`config.mk`:
```
export PLATFORM = sky130hd
export DESIGN_NAME = kd_node_sorter_flat
export DESIGN_NICKNAME = d
export VERILOG_FILES = /design/src/rtl/kd_node_sorter_pkg.sv /design/src/rtl/kd_node_sorter_if.sv /design/src/rtl/kd_node_sorter_cmp_swap.sv /design/src/rtl/kd_node_sorter.sv /design/src/flat_wrapper.sv
export SDC_FILE = /design/constraint.sdc
export NUM_CORES = 1
export LEC_CHECK = 0
export CAP_MARGIN = 20
export CORE_MARGIN = 4
export CORE_UTILIZATION = 40
export DETAILED_ROUTE_END_ITERATION = 6
export PLACE_DENSITY_LB_ADDON = 0.3
export SYNTH_ARGS = -nofsm -noshare
export SYNTH_HDL_FRONTEND = slang
export SYNTH_HIERARCHICAL = 1
export SYNTH_SLANG_ARGS = --single-unit
```
`constraint.sdc`:
```
create_clock -name clk -period 4.97 [get_ports clk]
set_clock_uncertainty 0.05 [all_clocks]
set_input_delay 1.491 -clock clk [delete_from_list [all_inputs] [get_ports clk]]
set_output_delay 1.491 -clock clk [all_outputs]
set_load 0.01 [all_outputs]
```
`src/rtl/kd_node_sorter_pkg.sv`:
```
// kd_pkg: shared widths, FSM state encoding and the coordinate-extract helper
// used by kd_node_sorter and kd_cmp_swap.
//   dim_size(range)         bits per coordinate
//   center_size(dim, range) bits per packed center
//   axis_size(dim)          bits needed to name an axis (at least 1)
//   cnt_size(n)             bits for a phase count of 0..n
//   coord_key(c, axis, dsz) coordinate 'axis' of center c, zero-extended
package kd_pkg;

    typedef enum logic [1:0] {
        ST_IDLE = 2'd0,
        ST_SORT = 2'd1,
        ST_DONE = 2'd2
    } state_e;

    // Upper bounds for the generic helper; callers zero-extend into these.
    localparam int KEY_MAX_W    = 32;
    localparam int CENTER_MAX_W = 1024;

    function automatic int dim_size(int range);
        return $clog2(range);
    endfunction

    function automatic int center_size(int dim, int range);
        return dim * dim_size(range);
    endfunction

    function automatic int axis_size(int dim);
        return ($clog2(dim) < 1) ? 1 : $clog2(dim);
    endfunction

    function automatic int cnt_size(int n);
        return $clog2(n + 1);
    endfunction

    function automatic logic [KEY_MAX_W-1:0] coord_key(
        logic [CENTER_MAX_W-1:0] c, int axis, int dsz);
        logic [CENTER_MAX_W-1:0] sh;
        logic [KEY_MAX_W-1:0]    mask;
        sh   = c >> (axis * dsz);
        mask = ~({KEY_MAX_W{1'b1}} << dsz);
        return sh[KEY_MAX_W-1:0] & mask;
    endfunction

endpackage

```
`src/rtl/kd_node_sorter_if.sv`:
```
// kd_node_sorter_if: request/response bundle of the kd-tree center sorter.
//   master: requester (drives start, axis, desc, centers_in)
//   slave : sorter    (drives ready, busy, done and all results)
interface kd_node_sorter_if
    import kd_pkg::*;
#(
    parameter int DIM         = 3,
    parameter int DATA_RANGE  = 255,
    parameter int NUM_CENTERS = 4
);
    localparam int CW   = center_size(DIM, DATA_RANGE);
    localparam int AW   = axis_size(DIM);
    localparam int CNTW = cnt_size(NUM_CENTERS);

    logic                      start;
    logic                      ready;
    logic                      busy;
    logic [AW-1:0]             axis;
    logic                      desc;
    logic [NUM_CENTERS*CW-1:0] centers_in;
    logic [NUM_CENTERS*CW-1:0] centers_out;
    logic [CW-1:0]             median;
    logic [AW-1:0]             child_axis;
    logic [CNTW-1:0]           phases_used;
    logic                      axis_err;
    logic                      done;

    modport master (
        output start, axis, desc, centers_in,
        input  ready, busy, centers_out, median, child_axis,
               phases_used, axis_err, done
    );

    modport slave (
        input  start, axis, desc, centers_in,
        output ready, busy, centers_out, median, child_axis,
               phases_used, axis_err, done
    );
endinterface

```
`src/rtl/kd_node_sorter_cmp_swap.sv`:
```
// kd_cmp_swap: combinational compare-exchange of two packed centers.
//   a, b     centers at the lower / upper index of the pair
//   axis     coordinate used as key; desc selects descending order
//   en       pair is active this phase (0 passes a/b through)
//   lo, hi   centers to write back to the lower / upper index
//   swapped  pair was exchanged
module kd_cmp_swap
    import kd_pkg::*;
#(
    parameter int DIM        = 3,
    parameter int DATA_RANGE = 255
) (
    input  logic [center_size(DIM, DATA_RANGE)-1:0] a,
    input  logic [center_size(DIM, DATA_RANGE)-1:0] b,
    input  logic [axis_size(DIM)-1:0]               axis,
    input  logic                                    desc,
    input  logic                                    en,
    output logic [center_size(DIM, DATA_RANGE)-1:0] lo,
    output logic [center_size(DIM, DATA_RANGE)-1:0] hi,
    output logic                                    swapped
);
    localparam int DS = dim_size(DATA_RANGE);

    logic [KEY_MAX_W-1:0] key_a, key_b;

    assign key_a = coord_key(CENTER_MAX_W'(a), int'(axis), DS);
    assign key_b = coord_key(CENTER_MAX_W'(b), int'(axis), DS);

    // Strict compare: equal keys stay put, which keeps the sort stable.
    assign swapped = en && (desc ? (key_a < key_b) : (key_a > key_b));
    assign lo      = swapped ? b : a;
    assign hi      = swapped ? a : b;
endmodule

```
`src/rtl/kd_node_sorter.sv`:
```
// kd_node_sorter: odd-even transposition sorter for kd-tree cluster centers.
//   clk, rst  clock, synchronous active-high reset
//   bus       kd_node_sorter_if.slave: start/ready/busy handshake, axis,
//             desc, centers_in in; centers_out, median, child_axis,
//             phases_used, axis_err, done out
// One phase per SORT cycle; leaves SORT after two zero-swap phases in a row
// or after NUM_CENTERS phases, then spends one DONE cycle with done=1.
module kd_node_sorter
    import kd_pkg::*;
#(
    parameter int DIM         = 3,
    parameter int DATA_RANGE  = 255,
    parameter int NUM_CENTERS = 4
) (
    input  logic             clk,
    input  logic             rst,
    kd_node_sorter_if.slave  bus
);
    localparam int N    = NUM_CENTERS;
    localparam int CW   = center_size(DIM, DATA_RANGE);
    localparam int AW   = axis_size(DIM);
    localparam int CNTW = cnt_size(N);
    localparam int NP   = N / 2;
    localparam int MED  = (N - 1) / 2;

    state_e                 state;
    logic [N-1:0][CW-1:0]   work, nxt;
    logic [AW-1:0]          axis_q;
    logic                   desc_q;
    logic [CNTW-1:0]        phase_cnt;
    logic                   parity;      // 0 = even phase
    logic                   prev_zero;   // previous phase had no swaps

    logic                   ready_q, busy_q, done_q, axis_err_q;
    logic [AW-1:0]          child_q;
    logic [N*CW-1:0]        out_q;
    logic [CW-1:0]          median_q;
    logic [CNTW-1:0]        phases_q;

    logic [NP-1:0][CW-1:0]  lo, hi;
    logic [NP-1:0]          swp;

    // Comparator p serves pair (2p,2p+1) on even phases and (2p+1,2p+2) on
    // odd phases; the last comparator idles on odd phases when N is even.
    for (genvar p = 0; p < NP; p++) begin : g_pair
        logic [CW-1:0] a_o, b_o;
        logic          odd_ok;
        if (2*p + 2 < N) begin : g_odd
            assign a_o    = work[2*p+1];
            assign b_o    = work[2*p+2];
            assign odd_ok = 1'b1;
        end else begin : g_no_odd
            assign a_o    = work[2*p];
            assign b_o    = work[2*p+1];
            assign odd_ok = 1'b0;
        end

        kd_cmp_swap #(.DIM(DIM), .DATA_RANGE(DATA_RANGE)) u_cmp (
            .a       (parity ? a_o : work[2*p]),
            .b       (parity ? b_o : work[2*p+1]),
            .axis    (axis_q),
            .desc    (desc_q),
            .en      (parity ? odd_ok : 1'b1),
            .lo      (lo[p]),
            .hi      (hi[p]),
            .swapped (swp[p])
        );
    end

    // Route comparator results back to their element slots for each parity.
    for (genvar i = 0; i < N; i++) begin : g_elem
        logic [CW-1:0] ev, od;
        if (i / 2 < NP) begin : g_ev
            if (i % 2 == 0) begin : g_l
                assign ev = lo[i/2];
            end else begin : g_h
                assign ev = hi[i/2];
            end
        end else begin : g_ev_pass
            assign ev = work[i];
        end
        if (i == 0) begin : g_od_first
            assign od = work[0];
        end else if (i % 2 == 1) begin : g_od_lo
            if (i + 1 < N) begin : g_l
                assign od = lo[(i-1)/2];
            end else begin : g_pass
                assign od = work[i];
            end
        end else begin : g_od_hi
            assign od = hi[(i-2)/2];
        end
        assign nxt[i] = parity ? od : ev;
    end

    logic            any_swap, sort_exit, axis_ok;
    logic [CNTW-1:0] phase_nxt;
    logic [AW-1:0]   eff_axis;

    assign any_swap  = |swp;
    assign phase_nxt = phase_cnt + CNTW'(1);
    assign sort_exit = (!any_swap && prev_zero) || (phase_nxt == CNTW'(N));
    assign axis_ok   = int'(bus.axis) < DIM;
    assign eff_axis  = axis_ok ? bus.axis : '0;

    always_ff @(posedge clk) begin
        if (rst) begin
            state      <= ST_IDLE;
            work       <= '0;
            axis_q     <= '0;
            desc_q     <= 1'b0;
            phase_cnt  <= '0;
            parity     <= 1'b0;
            prev_zero  <= 1'b0;
            ready_q    <= 1'b1;
            busy_q     <= 1'b0;
            done_q     <= 1'b0;
            axis_err_q <= 1'b0;
            child_q    <= '0;
            out_q      <= '0;
            median_q   <= '0;
            phases_q   <= '0;
        end else begin
            case (state)
                ST_IDLE: begin
                    if (bus.start) begin
                        work       <= bus.centers_in;
                        axis_q     <= eff_axis;
                        desc_q     <= bus.desc;
                        axis_err_q <= !axis_ok;
                        child_q    <= AW'((int'(eff_axis) + 1) % DIM);
                        phase_cnt  <= '0;
                        parity     <= 1'b0;
                        prev_zero  <= 1'b0;
                        ready_q    <= 1'b0;
                        busy_q     <= 1'b1;
                        state      <= ST_SORT;
                    end
                end
                ST_SORT: begin
                    work      <= nxt;
                    parity    <= !parity;
                    phase_cnt <= phase_nxt;
                    prev_zero <= !any_swap;
                    if (sort_exit) begin
                        busy_q   <= 1'b0;
                        done_q   <= 1'b1;
                        out_q    <= nxt;
                        median_q <= nxt[MED];
                        phases_q <= phase_nxt;
                        state    <= ST_DONE;
                    end
                end
                ST_DONE: begin
                    done_q  <= 1'b0;
                    ready_q <= 1'b1;
                    state   <= ST_IDLE;
                end
                default: state <= ST_IDLE;
            endcase
        end
    end

    assign bus.ready       = ready_q;
    assign bus.busy        = busy_q;
    assign bus.done        = done_q;
    assign bus.axis_err    = axis_err_q;
    assign bus.child_axis  = child_q;
    assign bus.centers_out = out_q;
    assign bus.median      = median_q;
    assign bus.phases_used = phases_q;
endmodule

```
`src/flat_wrapper.sv`:
```
// flat-port wrapper written by rule: the top's interface ports become plain ports
module kd_node_sorter_flat import kd_pkg::*;
#(
    parameter int DIM         = 3,
    parameter int DATA_RANGE  = 255,
    parameter int NUM_CENTERS = 4
)
  (clk, rst, bus_start, bus_axis, bus_desc, bus_centers_in, bus_ready, bus_busy, bus_centers_out, bus_median, bus_child_axis, bus_phases_used, bus_axis_err, bus_done);
  kd_node_sorter_if #(.DIM(DIM), .DATA_RANGE(DATA_RANGE), .NUM_CENTERS(NUM_CENTERS)) bus_i ();
  input  logic clk;
  input  logic rst;
  input wire logic [$bits(bus_i.start)-1:0] bus_start;
  input wire logic [$bits(bus_i.axis)-1:0] bus_axis;
  input wire logic [$bits(bus_i.desc)-1:0] bus_desc;
  input wire logic [$bits(bus_i.centers_in)-1:0] bus_centers_in;
  output wire logic [$bits(bus_i.ready)-1:0] bus_ready;
  output wire logic [$bits(bus_i.busy)-1:0] bus_busy;
  output wire logic [$bits(bus_i.centers_out)-1:0] bus_centers_out;
  output wire logic [$bits(bus_i.median)-1:0] bus_median;
  output wire logic [$bits(bus_i.child_axis)-1:0] bus_child_axis;
  output wire logic [$bits(bus_i.phases_used)-1:0] bus_phases_used;
  output wire logic [$bits(bus_i.axis_err)-1:0] bus_axis_err;
  output wire logic [$bits(bus_i.done)-1:0] bus_done;
  assign bus_i.start = bus_start;
  assign bus_i.axis = bus_axis;
  assign bus_i.desc = bus_desc;
  assign bus_i.centers_in = bus_centers_in;
  assign bus_ready = bus_i.ready;
  assign bus_busy = bus_i.busy;
  assign bus_centers_out = bus_i.centers_out;
  assign bus_median = bus_i.median;
  assign bus_child_axis = bus_i.child_axis;
  assign bus_phases_used = bus_i.phases_used;
  assign bus_axis_err = bus_i.axis_err;
  assign bus_done = bus_i.done;
  kd_node_sorter #(.DIM(DIM), .DATA_RANGE(DATA_RANGE), .NUM_CENTERS(NUM_CENTERS)) u_core (.clk(clk), .rst(rst), .bus(bus_i));
endmodule
```
==> results_dict.tcl, run 1 <==
set metrics [dict create \
    clock-sinks 210 \
    die_area_sq_um 37800 \
    drive_gt1_share_pct 14.7 \
    holdBufCountCts 0 \
    cts_buffers 25 \
    grtUsageTotal_pct 25.9 \
    first_iter_violations 1246 \
    setup_viol 0 \
    overflow 0 \
    top_usage_layer "met2" \
    use_met3_pct 3.73 \
    status "completed" \
    start_kind "register" \
    synth_compound_area_share_pct 23.7 \
    cp.required_ns 5.34 \
    die_h_microns 194 \
    asyncSetResetFlopFracSynth_pct 0 \
    syn_to_final_growth_pct 23.6 \
    finalWeightedCongestion 0.924 \
    met2_usage_pct 41.2 \
    synth_top_cell_by_area "dfxtp_1" \
    layout_min_cycle_time_ns 4.25 \
    rows 68 \
    fmax_mhz 235 \
    arrival_ns 4.62 \
    drt-pass1-iter-count 6 \
    insertion_delay_ns 0.54 \
    io_pins 231 \
    clk_pin_slew_ns 0.07 \
    critPathKind "reg2reg" \
    p_leak_uw 0.00593 \
    die_w_microns 194 \
    yosys.area_share.adder_pct 1.89 \
    post-route-util_pct 50.0 \
    design_area_sq_um 17200 \
    synthCells 1587 \
    grt_use_met1_pct 36.2 \
    hp-class "reg2reg" \
    start_util_pct 40.4 \
    fin_tns_setup_ns 0 \
    ir_drop_uv 281 \
    place_area_sq_um 16300 \
    synth_xor_area_share_pct 0.117 \
    maxCapViolations 0 \
    drc 0 \
    core_sq_um 34400 \
    vias_per_cell 6.03 \
    ys_ff_latch 210 \
    rsz0062_at_grt "false" \
    synth_top_family_by_area "compound AO/OA/AOI/OAI gates" \
    antennaDiodeCount 0 \
    yosysTopAreaCellShare_pct 30.2 \
    htreeDepth 1 \
    synth_edf_count 0 \
    power_density_nw_per_um2 412 \
    cp_max_fo 59 \
    slew_violations 0 \
    cts_resized 0 \
    portBuffers 230 \
    grt_pass1_wl_microns 78300 \
    yosys-top-cells-area "dfxtp_1 30%, mux2_2 12%, mux2i_1 9.4%" \
    ctsRootBufferMaster "clkbuf_16" \
    fin_crit_sh_pct 85.6 \
    whs_ns 0.414 \
    cp-end-kind "register" \
    grt_pass1_vias 12500 \
    dp_hpwl_microns 36400 \
    synthDistinctLibCells 40 \
    yosys_warnings 6 \
    wl_microns 52000 \
    synthesis.area_sq_um 13900 \
    grt_max_degree 88 \
    muxShareOfSynthArea_pct 22.9 \
    seq_area_frac_synth_pct 30.2 \
    antenna_found_initial 1 \
    clock_path_buffers 3 \
    power_uw 7080 \
    max-slew-margin-rel_pct 30.1 \
    tightestPinTransition_ns 1.05 \
    avgSynthCellArea_sq_um 8.76 \
    tritoncts "done" \
    final_antenna_net_count 0 \
    wire_per_inst_microns 24.1 \
    layout.nets 1812 \
    synth_ff_type "dfxtp_1" \
    hold_viol_final 0 \
    cts_setup_buffers 0 \
    yosys.area_share.simple_pct 14.1 \
    vias 13000 \
]
metal layers:
metal,wire [microns],vias up
li1,-,6024
met1,22700,6326
met2,23500,593
met3,3970,84
met4,1800,2
met5,13,-
cell usage after synthesis, types with 2 or more instances:
master	count
nor2_1	40
inv_1	8
a211oi_1	73
o211ai_1	3
mux2i_1	131
a211oi_2	7
and2_1	5
ha_1	21
buf_1	4
buf_6	5
nand2_1	140
a22oi_1	18
mux2_1	18
nand2b_1	81
o21ai_0	95
buf_4	28
o21a_1	69
a222oi_1	11
nand3b_1	81
o211a_1	2
a221oi_1	75
nand4_1	4
mux2_2	148
nor2b_1	7
dfxtp_1	210
nor3b_1	7
a21oi_1	115
clkbuf_1	102
a21o_1	13
buf_2	56
critical path, cell delays in order (launching register included):
cell      delay (ns)
dfxtp_4         0.44
buf_12          0.33
mux2_2          0.40
nand2_1         0.11
o21ai_0         0.10
ha_1            0.33
a21oi_1         0.06
o21ai_0         0.24
nor2_1          0.12
a211oi_4        0.33
buf_12          0.31
mux2_2          0.39
mux2i_1         0.51
o21ai_0         0.16
o21a_1          0.19
flip-flops by register name, summed over array words and instances (netlist names), 2 cells and up:
name / cells
u_core/g_elem.od: 48
u_core/bus.phases_used: 3
u_core/g_pair.b_o: 24
u_core/axis_q: 2
u_core/phase_cnt: 3
u_core/bus.centers_out: 96
u_core/state: 2
u_core/g_pair.a_o: 24
stage by stage:
| stage | cells | setup WS (ns) |
|---|---|---|
| floorplan | 1588 | 0.793 |
| global placement | 2117 | 0.830 |
| detailed placement | 2117 | 0.753 |
| CTS | 2162 | 0.725 |
| global route | 2162 | 0.522 |
| finish | 2162 | 0.717 |
placed cells by master (no fill, tap or decap), types with 2 or more instances in the layout:
cell / count
nor2b_1: 6
clkbuf_8: 7
clkbuf_1: 2
mux2_2: 148
mux2i_1: 131
buf_12: 9
buf_4: 32
a21oi_1: 115
nand4_1: 4
o211ai_1: 3
and2_1: 5
dfxtp_2: 2
a211oi_4: 2
nand3b_1: 81
mux2_1: 18
nor2_1: 40
dfxtp_1: 206
o21a_1: 69
o21ai_0: 95
bufinv_16: 3
clkinv_2: 5
nor3b_1: 6
nand2_1: 140
a22oi_1: 18
a221oi_1: 75
ha_1: 21
clkbuf_16: 26
a211oi_2: 5
nand2b_1: 81
a222oi_1: 11
inv_1: 7
dfxtp_4: 2
clkdlybuf4s50_1: 228
a21o_1: 13
a211oi_1: 73
o211a_1: 2
conb_1: 2
kinds of logic after synthesis:
logic type | Yosys count
flip-flops | 210
buffers and inverters | 204
multiplexers | 297
other | 1
AND/OR/NAND/NOR | 367
adder cells (fa/ha/maj) | 21
XOR/XNOR | 1
AO/OA/AOI/OAI | 486
worst paths after layout:
path,startpoint,endpoint,slack [ns],cells after the start
worst min register to register,u_core/bus.centers_out[81],u_core/bus.centers_out[81],0.41,2
worst max-delay path,u_core/parity,u_core/g_elem[0].od[19],0.72,14
worst max register to register,u_core/parity,u_core/g_elem[0].od[19],0.72,14
worst min-delay path,u_core/bus.centers_out[81],u_core/bus.centers_out[81],0.41,2
power by group:
| group | switching (uW) | internal (uW) |
|---|---|---|
| sequential | 288 | 1890 |
| combinational | 1600 | 1320 |
| clock | 771 | 1210 |
final cells by class:
type	count	area, sq um
Clock buffer	35	754
Clock inverter	10	135
Fill cell	3252	17200
Inverter	9	35.0
Multi-Input combinational cell	1174	8780
Sequential cell	210	4210
Tap cell	455	569
Timing Repair Buffer	269	2700
Note: power is estimated with default switching activity, not from simulation.
==> run 2, diff against run 1 <==
--- a/config.mk
+++ b/config.mk
@@ -14,3 +14,4 @@
 export SYNTH_HDL_FRONTEND = slang
 export SYNTH_HIERARCHICAL = 1
 export SYNTH_SLANG_ARGS = --single-unit
+export TNS_END_PERCENT = 100
==> results of run 2 <==
Same layout as run 1: the final DEF is identical, and so are final timing and power.
==> edit: new RTL, settings of run 1 <==
`DATA_RANGE` is set to 255 in 4 places; all go to 510.
--- a/src/rtl/kd_node_sorter_if.sv
+++ b/src/rtl/kd_node_sorter_if.sv
@@ -5,7 +5,7 @@
     import kd_pkg::*;
 #(
     parameter int DIM         = 3,
-    parameter int DATA_RANGE  = 255,
+    parameter int DATA_RANGE  = 510,
     parameter int NUM_CENTERS = 4
 );
     localparam int CW   = center_size(DIM, DATA_RANGE);
--- a/src/rtl/kd_node_sorter_cmp_swap.sv
+++ b/src/rtl/kd_node_sorter_cmp_swap.sv
@@ -8,7 +8,7 @@
     import kd_pkg::*;
 #(
     parameter int DIM        = 3,
-    parameter int DATA_RANGE = 255
+    parameter int DATA_RANGE = 510
 ) (
     input  logic [center_size(DIM, DATA_RANGE)-1:0] a,
     input  logic [center_size(DIM, DATA_RANGE)-1:0] b,
--- a/src/rtl/kd_node_sorter.sv
+++ b/src/rtl/kd_node_sorter.sv
@@ -9,7 +9,7 @@
     import kd_pkg::*;
 #(
     parameter int DIM         = 3,
-    parameter int DATA_RANGE  = 255,
+    parameter int DATA_RANGE  = 510,
     parameter int NUM_CENTERS = 4
 ) (
     input  logic             clk,
--- a/src/flat_wrapper.sv
+++ b/src/flat_wrapper.sv
@@ -2,7 +2,7 @@
 module kd_node_sorter_flat import kd_pkg::*;
 #(
     parameter int DIM         = 3,
-    parameter int DATA_RANGE  = 255,
+    parameter int DATA_RANGE  = 510,
     parameter int NUM_CENTERS = 4
 )
   (clk, rst, bus_start, bus_axis, bus_desc, bus_centers_in, bus_ready, bus_busy, bus_centers_out, bus_median, bus_child_axis, bus_phases_used, bus_axis_err, bus_done);
Interface: changed (resized bus_centers_in, bus_centers_out and bus_median); port bits go from 231 to 258. The function was not compared with the original's and may differ.
==> edit against run 1 <==
The flow now finishes with violations (DRC); combinational power increased by 89%; sequential cell count grew 24; sequential share of layout area fell by 3.8 points; total power grew 45%; setup slack lost 0.20 ns; cell area rose by 32%; first-iteration DRC count is 120% higher; area after synthesis rose by 38%; synthesized cell count up 58%; wire length rose by 44%; die area up 36%; largest power group unchanged; highest routed layer unchanged.
==> edit: results (changes against run 1) <==
** Outcome
- Result of the run :: finished with violations (was completed)
- Violations in the final reports :: DRC

** Placement
- The minimum setup slack after placement is 0.498 ns (was 0.753 ns).
- Total of buffers placed on input and output ports :: 257 (was 230)
- Final HPWL DP :: 53400 µm (was 36400 µm)

** Global routing
- Number of global-route vias before repair :: 18100 (was 12500)
- Met3 demand-to-capacity share in global routing :: 5.48% (was 3.73%)
- Met2 track utilization from global routing :: 38.9% (was 41.2%)
- The overall global routing resource usage is 27.6% (was 25.9%).
- The first-pass GRT wire length came to 112000 µm (was 78300 µm).
- The maximum number of pins on one net before global-route repair came to 101 (was 88).
- Met1 GRT Util :: 41.6% (was 36.2%)

** Detailed routing
- Drt pass-1 iters :: 7 (was 6)
- The met1 routed wirelength after detailed routing came to 34100 µm (was 22700 µm).
- Iteration-0 DRC count of the detailed router :: 2760 (was 1246)
- Wire length on met2 :: 30600 µm (was 23500 µm)
- The final wirelength was 74800 µm (was 52000 µm).
- The DRC violation count after routing came to 3 (was 0).

** Setup path
- The setup slack of the worst register-to-register path was 0.52 ns (was 0.72 ns).
- The cell type group with the largest total delay on the critical path is compound AO/OA/AOI/OAI gates (was multiplexers).
- The peak fanout along the critical path was 43 (was 59).
- The delay of the slowest cell on the worst path was 0.61 ns (was 0.51 ns).
- The data arrival time of the critical path was 4.89 ns (was 4.62 ns).
- Max stage delay cell, worst path :: sky130_fd_sc_hd__o311a_2 (was sky130_fd_sc_hd__mux2i_1)

** Synthesis
- Share of synthesized area spent on multiplexers :: 12.3% (was 22.9%)
- Most frequent cells after synthesis: 696 x sky130_fd_sc_hd__nand2_1, 234 x sky130_fd_sc_hd__dfxtp_1, 147 x sky130_fd_sc_hd__clkbuf_1 (was 210 x sky130_fd_sc_hd__dfxtp_1, 148 x sky130_fd_sc_hd__mux2_2, 140 x sky130_fd_sc_hd__nand2_1).
- Synthesized-area fraction occupied by ao, oa, aoi and oai cells :: 30.4% (was 23.7%)
- Post-synthesis adder-cell area fraction :: 1.50% (was 1.89%)
- The distinct cell type count after synthesis came to 44 (was 40).

** Power
- Worst VDD drop :: 321 µV (was 281 µV)
- Static leakage :: 7.79 nW (was 5.93 nW)

** STA
- Max frequency :: 225 MHz (was 235 MHz)
- The slew at the pin closest to its max-slew limit came to 0.996 ns (was 1.05 ns).

** Clocking
- The source-to-sink clock delay at the later pin of the worst-skew pair was 0.57 ns (was 0.54 ns).
- The total clock buffers created by CTS came to 27 (was 25).

** Layout
- Number of filler cells placed in the layout :: 4430 (was 3252)
- Share of cells above drive strength 1 :: 10.9% (was 14.7%)
- The number of flip-flops under the largest register name came to 108 (was 96).
-- edit: kinds of logic after synthesis --
logic type,after synthesis
AND/OR/NAND/NOR,950
XOR/XNOR,1
other,1
flip-flops,234
adder cells (fa/ha/maj),23
buffers and inverters,312
multiplexers,225
AO/OA/AOI/OAI,768
-- edit: area by class of cell --
cell class	count	area, µm²	share of cell area, %
clock buffers	39	791	3.48
inverters	11	43.8	0.193
multi-input cells	1971	12900	56.6
well taps	607	759	3.34
diodes	2	5.00	0.0220
clock inverters	10	164	0.721
flip-flops and latches	234	4700	20.7
repair buffers	349	3390	14.9
-- edit: path summary, 6_finish.rpt --
check / start / end
max: u_core/parity$_SDFFE_PP0P_ / u_core/bus.centers_out[43]$_SDFFE_PP0P_
min: u_core/bus.centers_out[96]$_SDFFE_PP0P_ / u_core/bus.centers_out[96]$_SDFFE_PP0P_
max reg2reg: u_core/parity$_SDFFE_PP0P_ / u_core/bus.centers_out[43]$_SDFFE_PP0P_
min reg2reg: u_core/bus.centers_out[96]$_SDFFE_PP0P_ / u_core/bus.centers_out[96]$_SDFFE_PP0P_
-- edit: power groups by stage --
| stage | Sequential, mW | Combinational [mW] | Clock, mW |
|---|---|---|---|
| 3_5_place_dp | 2.59 | 5.37 | 0 |
| 6_report | 2.56 | 5.52 | 2.19 |
| 3_3_place_gp | 2.58 | 5.24 | 0 |
| 4_1_cts | 2.55 | 5.39 | 2.22 |
| 5_1_grt | 2.59 | 5.87 | 2.29 |
| 2_1_floorplan | 2.43 | 3.82 | 0 |
-- edit: through the flow --
step,hold slack [ns],instances,cell area (µm²)
after floorplan,0.419,2517,19100
after global placement,0.396,3170,21700
after detailed placement,0.400,3170,21700
after CTS,0.413,3219,22700
after global routing,0.428,3221,22700
final,0.410,3223,22700
